## src/rtl/add_rkey_bank_pkg.sv

```systemverilog
// Shared constants and types for the AES AddRoundKey bank.
package add_rkey_bank_pkg;

  localparam int unsigned AesDataW      = 128;
  localparam int unsigned NumKeysAes128 = 11;
  localparam int unsigned NumKeysAes192 = 13;
  localparam int unsigned NumKeysAes256 = 15;

  typedef enum logic {
    DirEnc = 1'b0,
    DirDec = 1'b1
  } dir_e;

endpackage

```

## src/rtl/add_rkey_bank_if.sv

```systemverilog
// State-in / state-out valid-ready handshake of the AddRoundKey bank.
interface add_rkey_bank_if #(
  parameter int unsigned DATA_W = add_rkey_bank_pkg::AesDataW
);
  logic              in_valid;
  logic              in_ready;
  logic [DATA_W-1:0] din;
  logic              out_valid;
  logic              out_ready;
  logic [DATA_W-1:0] dout;
  logic              out_last;
  logic              out_err;

  modport master (
    output in_valid, din, out_ready,
    input  in_ready, out_valid, dout, out_last, out_err
  );

  modport slave (
    input  in_valid, din, out_ready,
    output in_ready, out_valid, dout, out_last, out_err
  );
endinterface

```

## src/rtl/add_rkey_bank_seq.sv

```systemverilog
// Round counter: start value, direction latch, advance with wrap, and final-entry index.
module add_rkey_bank_seq
  import add_rkey_bank_pkg::*;
#(
  parameter int unsigned NUM_KEYS = NumKeysAes256,
  parameter int unsigned IDX_W    = 4
) (
  input  logic             clk_i,
  input  logic             rst_ni,
  input  logic             start_i,
  input  logic             dec_i,
  input  logic             adv_i,
  output logic [IDX_W-1:0] round_idx_o,
  output logic [IDX_W-1:0] cur_idx_o,
  output logic [IDX_W-1:0] final_idx_o
);

  localparam logic [IDX_W-1:0] TopIdx = IDX_W'(NUM_KEYS - 1);

  dir_e             dir_q, dir_d, cur_dir;
  logic [IDX_W-1:0] cnt_q, cnt_d, start_idx, final_idx;

  // A start in this cycle takes effect immediately for the beat being accepted.
  always_comb begin
    cur_dir   = start_i ? dir_e'(dec_i) : dir_q;
    start_idx = (cur_dir == DirDec) ? TopIdx : '0;
    final_idx = (cur_dir == DirDec) ? '0 : TopIdx;
    dir_d     = cur_dir;
    cnt_d     = cnt_q;
    if (start_i) begin
      cnt_d = start_idx;
    end else if (adv_i) begin
      if (cnt_q == final_idx) begin
        cnt_d = start_idx;
      end else if (dir_q == DirDec) begin
        cnt_d = cnt_q - IDX_W'(1);
      end else begin
        cnt_d = cnt_q + IDX_W'(1);
      end
    end
  end

  always_ff @(posedge clk_i or negedge rst_ni) begin
    if (!rst_ni) begin
      dir_q <= DirEnc;
      cnt_q <= '0;
    end else begin
      dir_q <= dir_d;
      cnt_q <= cnt_d;
    end
  end

  assign round_idx_o = cnt_q;
  assign cur_idx_o   = start_i ? start_idx : cnt_q;
  assign final_idx_o = final_idx;

endmodule

```

## src/rtl/add_rkey_bank.sv

```systemverilog
// Round-key bank with a single registered XOR stage (AES AddRoundKey) and round sequencing.
module add_rkey_bank
  import add_rkey_bank_pkg::*;
#(
  parameter int unsigned DATA_W   = AesDataW,
  parameter int unsigned NUM_KEYS = NumKeysAes256,
  parameter int unsigned IDX_W    = 4
) (
  input  logic               clk_i,
  input  logic               rst_ni,
  input  logic               kwr_en_i,
  input  logic [IDX_W-1:0]   kwr_idx_i,
  input  logic [DATA_W-1:0]  kwr_key_i,
  input  logic               start_i,
  input  logic               dec_i,
  input  logic               auto_idx_i,
  input  logic [IDX_W-1:0]   sel_idx_i,
  add_rkey_bank_if.slave     bus_io,
  output logic [IDX_W-1:0]   round_idx_o
);

  logic [DATA_W-1:0]   key_q [NUM_KEYS];
  logic [NUM_KEYS-1:0] loaded_q;

  logic              out_valid_q, out_valid_d;
  logic [DATA_W-1:0] dout_q, dout_d;
  logic              last_q, last_d;
  logic              err_q, err_d;

  logic              in_ready, accept;
  logic [IDX_W-1:0]  cur_idx, final_idx, idx;
  logic [DATA_W-1:0] key_sel;
  logic              key_ok;

  assign in_ready = !out_valid_q || bus_io.out_ready;
  assign accept   = bus_io.in_valid && in_ready;

  add_rkey_bank_seq #(
    .NUM_KEYS (NUM_KEYS),
    .IDX_W    (IDX_W)
  ) u_seq (
    .clk_i       (clk_i),
    .rst_ni      (rst_ni),
    .start_i     (start_i),
    .dec_i       (dec_i),
    .adv_i       (accept && auto_idx_i),
    .round_idx_o (round_idx_o),
    .cur_idx_o   (cur_idx),
    .final_idx_o (final_idx)
  );

  assign idx = auto_idx_i ? cur_idx : sel_idx_i;

  // Out-of-range indices never match an entry, so they read as an unloaded zero key.
  always_comb begin
    key_sel = '0;
    key_ok  = 1'b0;
    for (int unsigned i = 0; i < NUM_KEYS; i++) begin
      if (idx == IDX_W'(i) && loaded_q[i]) begin
        key_sel = key_q[i];
        key_ok  = 1'b1;
      end
    end
  end

  // Reads above use the registered bank, so a same-cycle write is seen only by later beats.
  always_ff @(posedge clk_i or negedge rst_ni) begin
    if (!rst_ni) begin
      loaded_q <= '0;
      for (int unsigned i = 0; i < NUM_KEYS; i++) begin
        key_q[i] <= '0;
      end
    end else begin
      for (int unsigned i = 0; i < NUM_KEYS; i++) begin
        if (kwr_en_i && kwr_idx_i == IDX_W'(i)) begin
          key_q[i]    <= kwr_key_i;
          loaded_q[i] <= 1'b1;
        end
      end
    end
  end

  always_comb begin
    out_valid_d = out_valid_q;
    dout_d      = dout_q;
    last_d      = last_q;
    err_d       = err_q;
    if (accept) begin
      out_valid_d = 1'b1;
      dout_d      = bus_io.din ^ key_sel;
      last_d      = (idx == final_idx);
      err_d       = !key_ok;
    end else if (bus_io.out_ready) begin
      out_valid_d = 1'b0;
    end
  end

  always_ff @(posedge clk_i or negedge rst_ni) begin
    if (!rst_ni) begin
      out_valid_q <= 1'b0;
      dout_q      <= '0;
      last_q      <= 1'b0;
      err_q       <= 1'b0;
    end else begin
      out_valid_q <= out_valid_d;
      dout_q      <= dout_d;
      last_q      <= last_d;
      err_q       <= err_d;
    end
  end

  assign bus_io.in_ready  = in_ready;
  assign bus_io.out_valid = out_valid_q;
  assign bus_io.dout      = dout_q;
  assign bus_io.out_last  = last_q;
  assign bus_io.out_err   = err_q;

endmodule

```

## src/flat_wrapper.sv

```systemverilog
// flat-port wrapper written by rule: the top's interface ports become plain ports
module add_rkey_bank_flat import add_rkey_bank_pkg::*;
#(
  parameter int unsigned DATA_W   = AesDataW,
  parameter int unsigned NUM_KEYS = NumKeysAes256,
  parameter int unsigned IDX_W    = 4
)
  (clk_i, rst_ni, kwr_en_i, kwr_idx_i, kwr_key_i, start_i, dec_i, auto_idx_i, sel_idx_i, round_idx_o, bus_io_in_valid, bus_io_din, bus_io_out_ready, bus_io_in_ready, bus_io_out_valid, bus_io_dout, bus_io_out_last, bus_io_out_err);
  add_rkey_bank_if #(.DATA_W(DATA_W)) bus_io_i ();
  input  logic clk_i;
  input  logic rst_ni;
  input  logic kwr_en_i;
  input  logic [IDX_W-1:0] kwr_idx_i;
  input  logic [DATA_W-1:0] kwr_key_i;
  input  logic start_i;
  input  logic dec_i;
  input  logic auto_idx_i;
  input  logic [IDX_W-1:0] sel_idx_i;
  output logic [IDX_W-1:0] round_idx_o;
  input wire logic [$bits(bus_io_i.in_valid)-1:0] bus_io_in_valid;
  input wire logic [$bits(bus_io_i.din)-1:0] bus_io_din;
  input wire logic [$bits(bus_io_i.out_ready)-1:0] bus_io_out_ready;
  output wire logic [$bits(bus_io_i.in_ready)-1:0] bus_io_in_ready;
  output wire logic [$bits(bus_io_i.out_valid)-1:0] bus_io_out_valid;
  output wire logic [$bits(bus_io_i.dout)-1:0] bus_io_dout;
  output wire logic [$bits(bus_io_i.out_last)-1:0] bus_io_out_last;
  output wire logic [$bits(bus_io_i.out_err)-1:0] bus_io_out_err;
  assign bus_io_i.in_valid = bus_io_in_valid;
  assign bus_io_i.din = bus_io_din;
  assign bus_io_i.out_ready = bus_io_out_ready;
  assign bus_io_in_ready = bus_io_i.in_ready;
  assign bus_io_out_valid = bus_io_i.out_valid;
  assign bus_io_dout = bus_io_i.dout;
  assign bus_io_out_last = bus_io_i.out_last;
  assign bus_io_out_err = bus_io_i.out_err;
  add_rkey_bank #(.DATA_W(DATA_W), .NUM_KEYS(NUM_KEYS), .IDX_W(IDX_W)) u_core (.clk_i(clk_i), .rst_ni(rst_ni), .kwr_en_i(kwr_en_i), .kwr_idx_i(kwr_idx_i), .kwr_key_i(kwr_key_i), .start_i(start_i), .dec_i(dec_i), .auto_idx_i(auto_idx_i), .sel_idx_i(sel_idx_i), .bus_io(bus_io_i), .round_idx_o(round_idx_o));
endmodule
```

## config.mk

```make
export PLATFORM = sky130hd
export DESIGN_NAME = add_rkey_bank_flat
export DESIGN_NICKNAME = d
export VERILOG_FILES = /design/src/rtl/add_rkey_bank_pkg.sv /design/src/rtl/add_rkey_bank_if.sv /design/src/rtl/add_rkey_bank_seq.sv /design/src/rtl/add_rkey_bank.sv /design/src/flat_wrapper.sv
export SDC_FILE = /design/constraint.sdc
export NUM_CORES = 2
export LEC_CHECK = 0
export BUFFER_PORTS_ARGS = -buffer_cell sky130_fd_sc_hd__buf_2
export CAP_MARGIN = 10
export CORE_UTILIZATION = 25
export DETAILED_ROUTE_END_ITERATION = 8
export SLEW_MARGIN = 20
export SYNTH_ARGS = -nofsm -noshare
export SYNTH_HDL_FRONTEND = slang
export SYNTH_SLANG_ARGS = --single-unit
```

## constraint.sdc

```tcl
create_clock -name clk_i -period 3.52 [get_ports clk_i]
set_input_delay 0.704 -clock clk_i [delete_from_list [all_inputs] [get_ports clk_i]]
set_output_delay 0.704 -clock clk_i [all_outputs]
set_load 0.03 [all_outputs]
```

## Word-level counts from Yosys, hierarchy flattened

Index checks and enable logic that the tools add are counted.

| storage, ports and cells | value |
|---|---|
| flip-flop bits (word level) | 2071 |
| bits of input ports | 272 |
| word-level logic and storage cells | 149 |

| cells by class | value |
|---|---|
| $add $sub $neg | 2 |
| equal/unequal tests | 30 |
| multiplexer cells | 41 |
| bitwise operators | 1 |
| reductions and logical operators | 39 |

Operators with widths:

| cell | number |
|---|---|
| 2-to-1 mux 128 bit | 15 |
| bitwise XOR 128 bit | 1 |
| == test 4 bit (second input constant) | 14 |
| == test 4 x 3 -> 1 bit (second input constant) | 8 |
| logical AND 1 bit | 32 |
| 2-to-1 mux 4 bit | 8 |
| 2-to-1 mux 1 bit | 18 |
| == test 4 x 2 -> 1 bit (second input constant) | 4 |
| == test 4 x 1 -> 1 bit (second input constant) | 2 |
| == test 4 bit | 2 |
| zero test 4 bit | 2 |
| adder 4 x 1 -> 4 bit (second input constant) | 1 |
| nonzero test 2 bit | 2 |
| subtractor 4 x 1 -> 4 bit (second input constant) | 1 |
| zero test 1 bit | 2 |
| logical OR 1 bit | 1 |

## Depth between registers and ports, before layout

| depth | value |
|---|---|
| depth in word-level cells | 22 |
| mapped depth | 13 |

## By module

A second synthesis with hierarchy kept.

| second synthesis, totals | value |
|---|---|
| cells, all modules | 7468 |
| area, all modules | 93682.3 µm² |

By module, submodules not included:

| module | times used | cells an instance | area an instance (µm²) | sequential area each (µm²) |
|---|---|---|---|---|
| add_rkey_bank | 1 | 7419 | 93215.7 | 51699.6 |
| add_rkey_bank_seq | 1 | 49 | 466.7 | 125.1 |

## Least setup slack after synthesis

No wires, ideal clock.

| timing | value |
|---|---|
| kind | in2reg |
| start point | in auto_idx_i |
| end point | reg u_core.dout_q[17] (netlist: u_core.bus_io.dout[17]) |
| library setup time | 0.138 ns |
| arrival | 2.832 ns |
| path slack | 0.550 ns |
| cell stages on the path | 13 |
| buffers on the path | 5 |
| cells stage by stage | buf_4 > nor4bb_4 > or2_0 > buf_2 > and3_1 > buf_2 > buf_6 > buf_4 > a222oi_1 > a21oi_1 > o31ai_2 > mux2i_1 > o311ai_1 |

| on the way | value |
|---|---|
| word-level cells in the longest chain between the ends | 19 |
| elaborated cells between the ends (all ways) | 47 |

RTL lines:

| what | RTL line | text |
|---|---|---|
| start: declaration | flat_wrapper.sv:17 | `input logic auto_idx_i;` |
| 2-to-1 mux 4 bit * | add_rkey_bank.sv:52 | `assign idx = auto_idx_i ? cur_idx : sel_idx_i;` |
| zero test 4 bit | add_rkey_bank.sv:59 | `if (idx == IDX_W'(i) && loaded_q[i]) begin` |
| logical AND 1 bit | add_rkey_bank.sv:59 |  |
| 2-to-1 mux 128 bit (14 in series) | add_rkey_bank.sv:59 |  |
| 2-to-1 mux 128 bit * | add_rkey_bank.sv:59 |  |
| bitwise XOR 128 bit * | add_rkey_bank.sv:90 | `dout_d = bus_io.din ^ key_sel;` |
| end signal: assignment | add_rkey_bank.sv:106 | `dout_q <= dout_d;` |
| end: declaration | add_rkey_bank.sv:26 | `logic [DATA_W-1:0] dout_q, dout_d;` |

Mark *: on every way between the ends. The rest lies on a longest branch, timed or not.
A chain may end at the register's enable or synchronous reset.

## Worst setup path after layout

| timing | value |
|---|---|
| start point | reg u_core.u_seq.cnt_q[2] (netlist: u_core.u_seq.round_idx_o[2]) |
| end point | reg u_core.dout_q[28] (netlist: u_core.bus_io.dout[28]) |

| on the way | value |
|---|---|
| word-level cells in the longest chain between the ends | 20 |
| elaborated cells between the ends (all ways) | 48 |

RTL lines:

| what | RTL line | text |
|---|---|---|
| start: declaration | add_rkey_bank_seq.sv:21 | `logic [IDX_W-1:0] cnt_q, cnt_d, start_idx, final_idx;` |
| start signal: assignment | add_rkey_bank_seq.sv:49 | `cnt_q <= cnt_d;` |
| 2-to-1 mux 4 bit * | add_rkey_bank_seq.sv:54 | `assign cur_idx_o = start_i ? start_idx : cnt_q;` |
| 2-to-1 mux 4 bit * | add_rkey_bank.sv:52 |  |
| zero test 4 bit | add_rkey_bank.sv:59 |  |
| logical AND 1 bit | add_rkey_bank.sv:59 |  |
| 2-to-1 mux 128 bit (14 in series) | add_rkey_bank.sv:59 |  |
| 2-to-1 mux 128 bit * | add_rkey_bank.sv:59 |  |
| bitwise XOR 128 bit * | add_rkey_bank.sv:90 |  |

Marks and branches as above.

==> results.cfg <==
[synth]
synth_cells = 7436
yosys_most_used_dff = dfrtp_1
synth.largest_area_cell = dfrtp_1
share_of_the_synthesized_area_in_the_top_cell_type_pct = 54.7
async_flop_share_pct = 100
synth_edf_count = 0
post_synth.cell_area_avg_um2 = 12.7
netlist_top_cells_area = dfrtp_1 (55%), mux2_2 (23%), clkbuf_1 (2.0%), o21ai_0 (1.4%), a21oi_1 (1.3%)
yosysSeqAreaShare_pct = 54.7
synthDistinctLibCells = 92
netlist_area_um2 = 94800
count_of_state_elements_after_synthesis = 2071
postSynthNetCount = 7711
synth.yosys.warnings = 0

[timing]
finalWorstSetupSlack_ns = 0.0153
drv_slew = 0
fin_tns_setup_ns = 0
max_clock_freq_mhz = 285
setup_repair_after_global_routing_missed_its_margin = false
period_minus_slack_ns = 3.50
tightest_slew_ns = 1.15
final_worst_path_cycle_share_pct = 99.6
finalClockSkew_ns = 0.106
setup_viol = 0
final-hold-violation-count = 0
timing.max_slew.rel_slack_pct = 22.4
finalHoldWorstSlack_ns = 0.0644

[flow_run]
drv.max_cap_violation_count = 0

[pwr]
peak_vdd_ir_mv = 0.423
p_leak_nw = 48.7
power-per-cell-area_nw_per_um2 = 633

[finish]
final_cell_count_no_fill = 13100
fillerInstances = 37500
fin_area_um2 = 115000
drive_gt1_share_pct = 41.9
syn_to_final_growth_pct = 21.6
layout.nets = 8162
seq_area_um2 = 51800
multi_input_comb_area_um2 = 40300

[clocking]
postCtsResizedCells = 0
cts-htree-levels = 4
worst_setup_hold_path_clk_slew_ns = 0.06
ctsLongestPathBuffers = 4
clock-sinks = 2071
number_of_buffers_created_by_cts = 231
post-cts-setup-buffer-count = 0
tritoncts = yes
clk-insertion-delay-late_ns = 0.95
clockRootBuffer = clkbuf_16

[setup_path]
crit_family = buffers and inverters
critPathLaunchType = flop
worst_ep_required_time_ns = 4.25
setup.worst_path.class = reg -> reg
worstPathCellList = buf_4, nand3b_1, a31oi_1, nand4_1, buf_4, nand3_2, buf_4, buf_12, nor3_1, o31ai_2, mux2i_1, o311ai_1
path_buf_inv = 4
critical_path.slowest_cell = dfrtp_1
cp_max_fo = 23
critical_path.most_common_cell = buf_4
cp_slowest_stage_delay_ns = 0.50
critical_path.endpoint_type = flop
timing.critical_path.arrival_ns = 4.24

[route]
viasPerCell = 5.23
drt_pass1_iterations = 8
total_number_of_vias = 68600
drc_errors = 0
totalWireLength_um = 342000
drt.antenna.violating_nets = 0
drt-initial-drc-count = 5880
wl_per_cell_um = 26.1

[global_routing]
grt_pass1_vias = 72500
globalRouteOverflowTotal = 0
groute.usage.overall_pct = 17.5
pin_count_of_the_biggest_net_entering_global_routing = 96
antenna_violations_before_repair = 84
wire_length_of_the_first_global_routing_pass_um = 500000

[placement]
globalplace.congestion = 0.843
hpwl_um = 217000
numPlacedInstances = 12600
placement.io_buffers = 407
pre_cts_slack_ns = -0.274
postPlaceCellArea_um2 = 107000

[floorplanning]
core_area_um2 = 376000
floorplan.die_area_um2 = 382000
fp-row-count = 225
io_pins = 408
floorplan.initialDensity_pct = 25.2
fp.dieH_um = 618
die_w_um = 618

[outcome]
run_status = complete, no violations

[hold_path]
classification_of_the_worst_slack_hold_path = in -> reg
==> cells by family after synthesis <==
logic type / count (synthesis) / share of synthesized area [%]
DFF: 2071 / 54.7
and+or+nand+nor: 1020 / 5.54
muxes: 1981 / 23.5
AOI/OAI and AO/OA: 1612 / 12.8
buffers and inverters: 722 / 3.21
xor gates and xnor gates: 27 / 0.250
adders and majority gates: 3 / 0.0475
==> flip-flops by register name (all words and copies together) (netlist names) <==
| register | flops |
|---|---|
| u_core.bus_io.dout | 128 |
| u_core.bus_io.out_err | 1 |
| u_core.bus_io.out_last | 1 |
| u_core.bus_io.out_valid | 1 |
| u_core.key_q | 1920 |
| u_core.loaded_q | 15 |
| u_core.u_seq.dir_q | 1 |
| u_core.u_seq.round_idx_o | 4 |
==> layer usage <==
layer  up-vias  track usage (%)  part of all wire [%]  routed length [um]
met5         -                0                 0.055                 188
met4        30             9.09                   5.3               18300
met3       781             3.28                   6.5               22100
met2      2597             28.7                    47              162000
met1     36400             21.8                    41              140000
li1      28800                -                     -                   -
==> per-stage QoR <==
step	utilization, %	power [mW]
after global placement	28.4	47.3
final	30.6	72.9
after CTS	30.6	73.4
after global routing	30.6	76.1
after floorplan	-	41.6
after detailed placement	28.4	48.2
==> worst paths after layout <==
path | cells after the start | slack, ns | from | endpoint
max in group asynchronous | 4 | 1.77 | rst_ni | u_core.key_q[1549]$_DFFE_PN0P_
max reg2reg | 12 | 0.02 | u_core.u_seq.round_idx_o[2]$_DFFE_PN0P_ | u_core.bus_io.dout[28]$_DFFE_PN0P_
min | 2 | 0.06 | bus_io_din[44] | u_core.bus_io.dout[44]$_DFFE_PN0P_
min in group asynchronous | 2 | 0.38 | rst_ni | u_core.bus_io.dout[25]$_DFFE_PN0P_
min reg2reg | 1 | 0.46 | u_core.loaded_q[12]$_DFFE_PN0P_ | u_core.loaded_q[12]$_DFFE_PN0P_
max | 12 | 0.02 | u_core.u_seq.round_idx_o[2]$_DFFE_PN0P_ | u_core.bus_io.dout[28]$_DFFE_PN0P_
==> cell type report <==
cell class / count / area share, %
diodes: 45 / 0.0977
clock buffers: 341 / 5.94
clock inverters: 76 / 0.849
inverters: 12 / 0.0391
multi-input cells: 4643 / 35.0
flip-flops and latches: 2071 / 45.0
well taps: 4994 / 5.42
repair buffers: 928 / 7.67
==> power breakdown <==
part           internal, mW  total, mW  switching (mW)
Sequential             29.5       32.8            3.38
Combinational          7.23       15.1            7.83
Clock                  14.6       25.0            10.4
Total                  51.3       72.9            21.6
==> layout by cell type (no fill, tap or decap), types with 19 or more instances in the layout <==
cell / count
a221o_1: 19
nand2_1: 231
a2bb2oi_1: 57
xnor2_1: 21
nand3_1: 126
o22a_1: 75
o21ai_0: 261
clkbuf_8: 61
o221ai_1: 82
o22ai_1: 191
diode_2: 45
dlygate4sd3_1: 20
and3_1: 32
a222oi_1: 111
o32ai_1: 20
o31ai_2: 37
o311ai_1: 34
clkinv_2: 36
buf_2: 406
a22oi_1: 22
mux2_2: 1921
clkbuf_16: 233
dfrtp_1: 2071
a21oi_1: 245
nor2_1: 258
nor3_1: 117
or3b_1: 73
buf_12: 227
a221oi_2: 57
o2bb2ai_1: 102
a221oi_1: 70
o21ai_1: 47
buf_4: 275
a32o_1: 19
o211ai_1: 74
mux2i_1: 59
nand2b_1: 86
clkbuf_1: 47
==> synth_stat cells, drive strengths merged (6+ instances only) <==
cell,count
o22a,75
a221oi,129
o32ai,21
nor2,270
o221ai,85
clkbuf,505
a21boi,6
a32o,19
a31o,9
o211ai,74
xor2,6
a21oi,245
dfrtp,2071
xnor2,21
a222oi,111
o21ai,311
a2bb2oi,57
o22ai,191
o2bb2ai,102
nand2b,89
a221o,19
a31oi,15
nand3b,7
or2,6
nor3,119
nand2,237
nand3,133
and3,35
or3b,75
mux2i,60
inv,12
mux2,1921
o31ai,49
buf,205
nor4b,12
a22oi,22
a22o,11
o311ai,34
==> what timing repair did <==
| item | 4_1_cts | 5_1_grt |
|---|---|---|
| setup endpoints to repair | 0 | 0 |
| hold buffers | 20 | 0 |
| endpoints found under the hold margin | 59 | 0 |
Power figures use the tool's default switching activity.
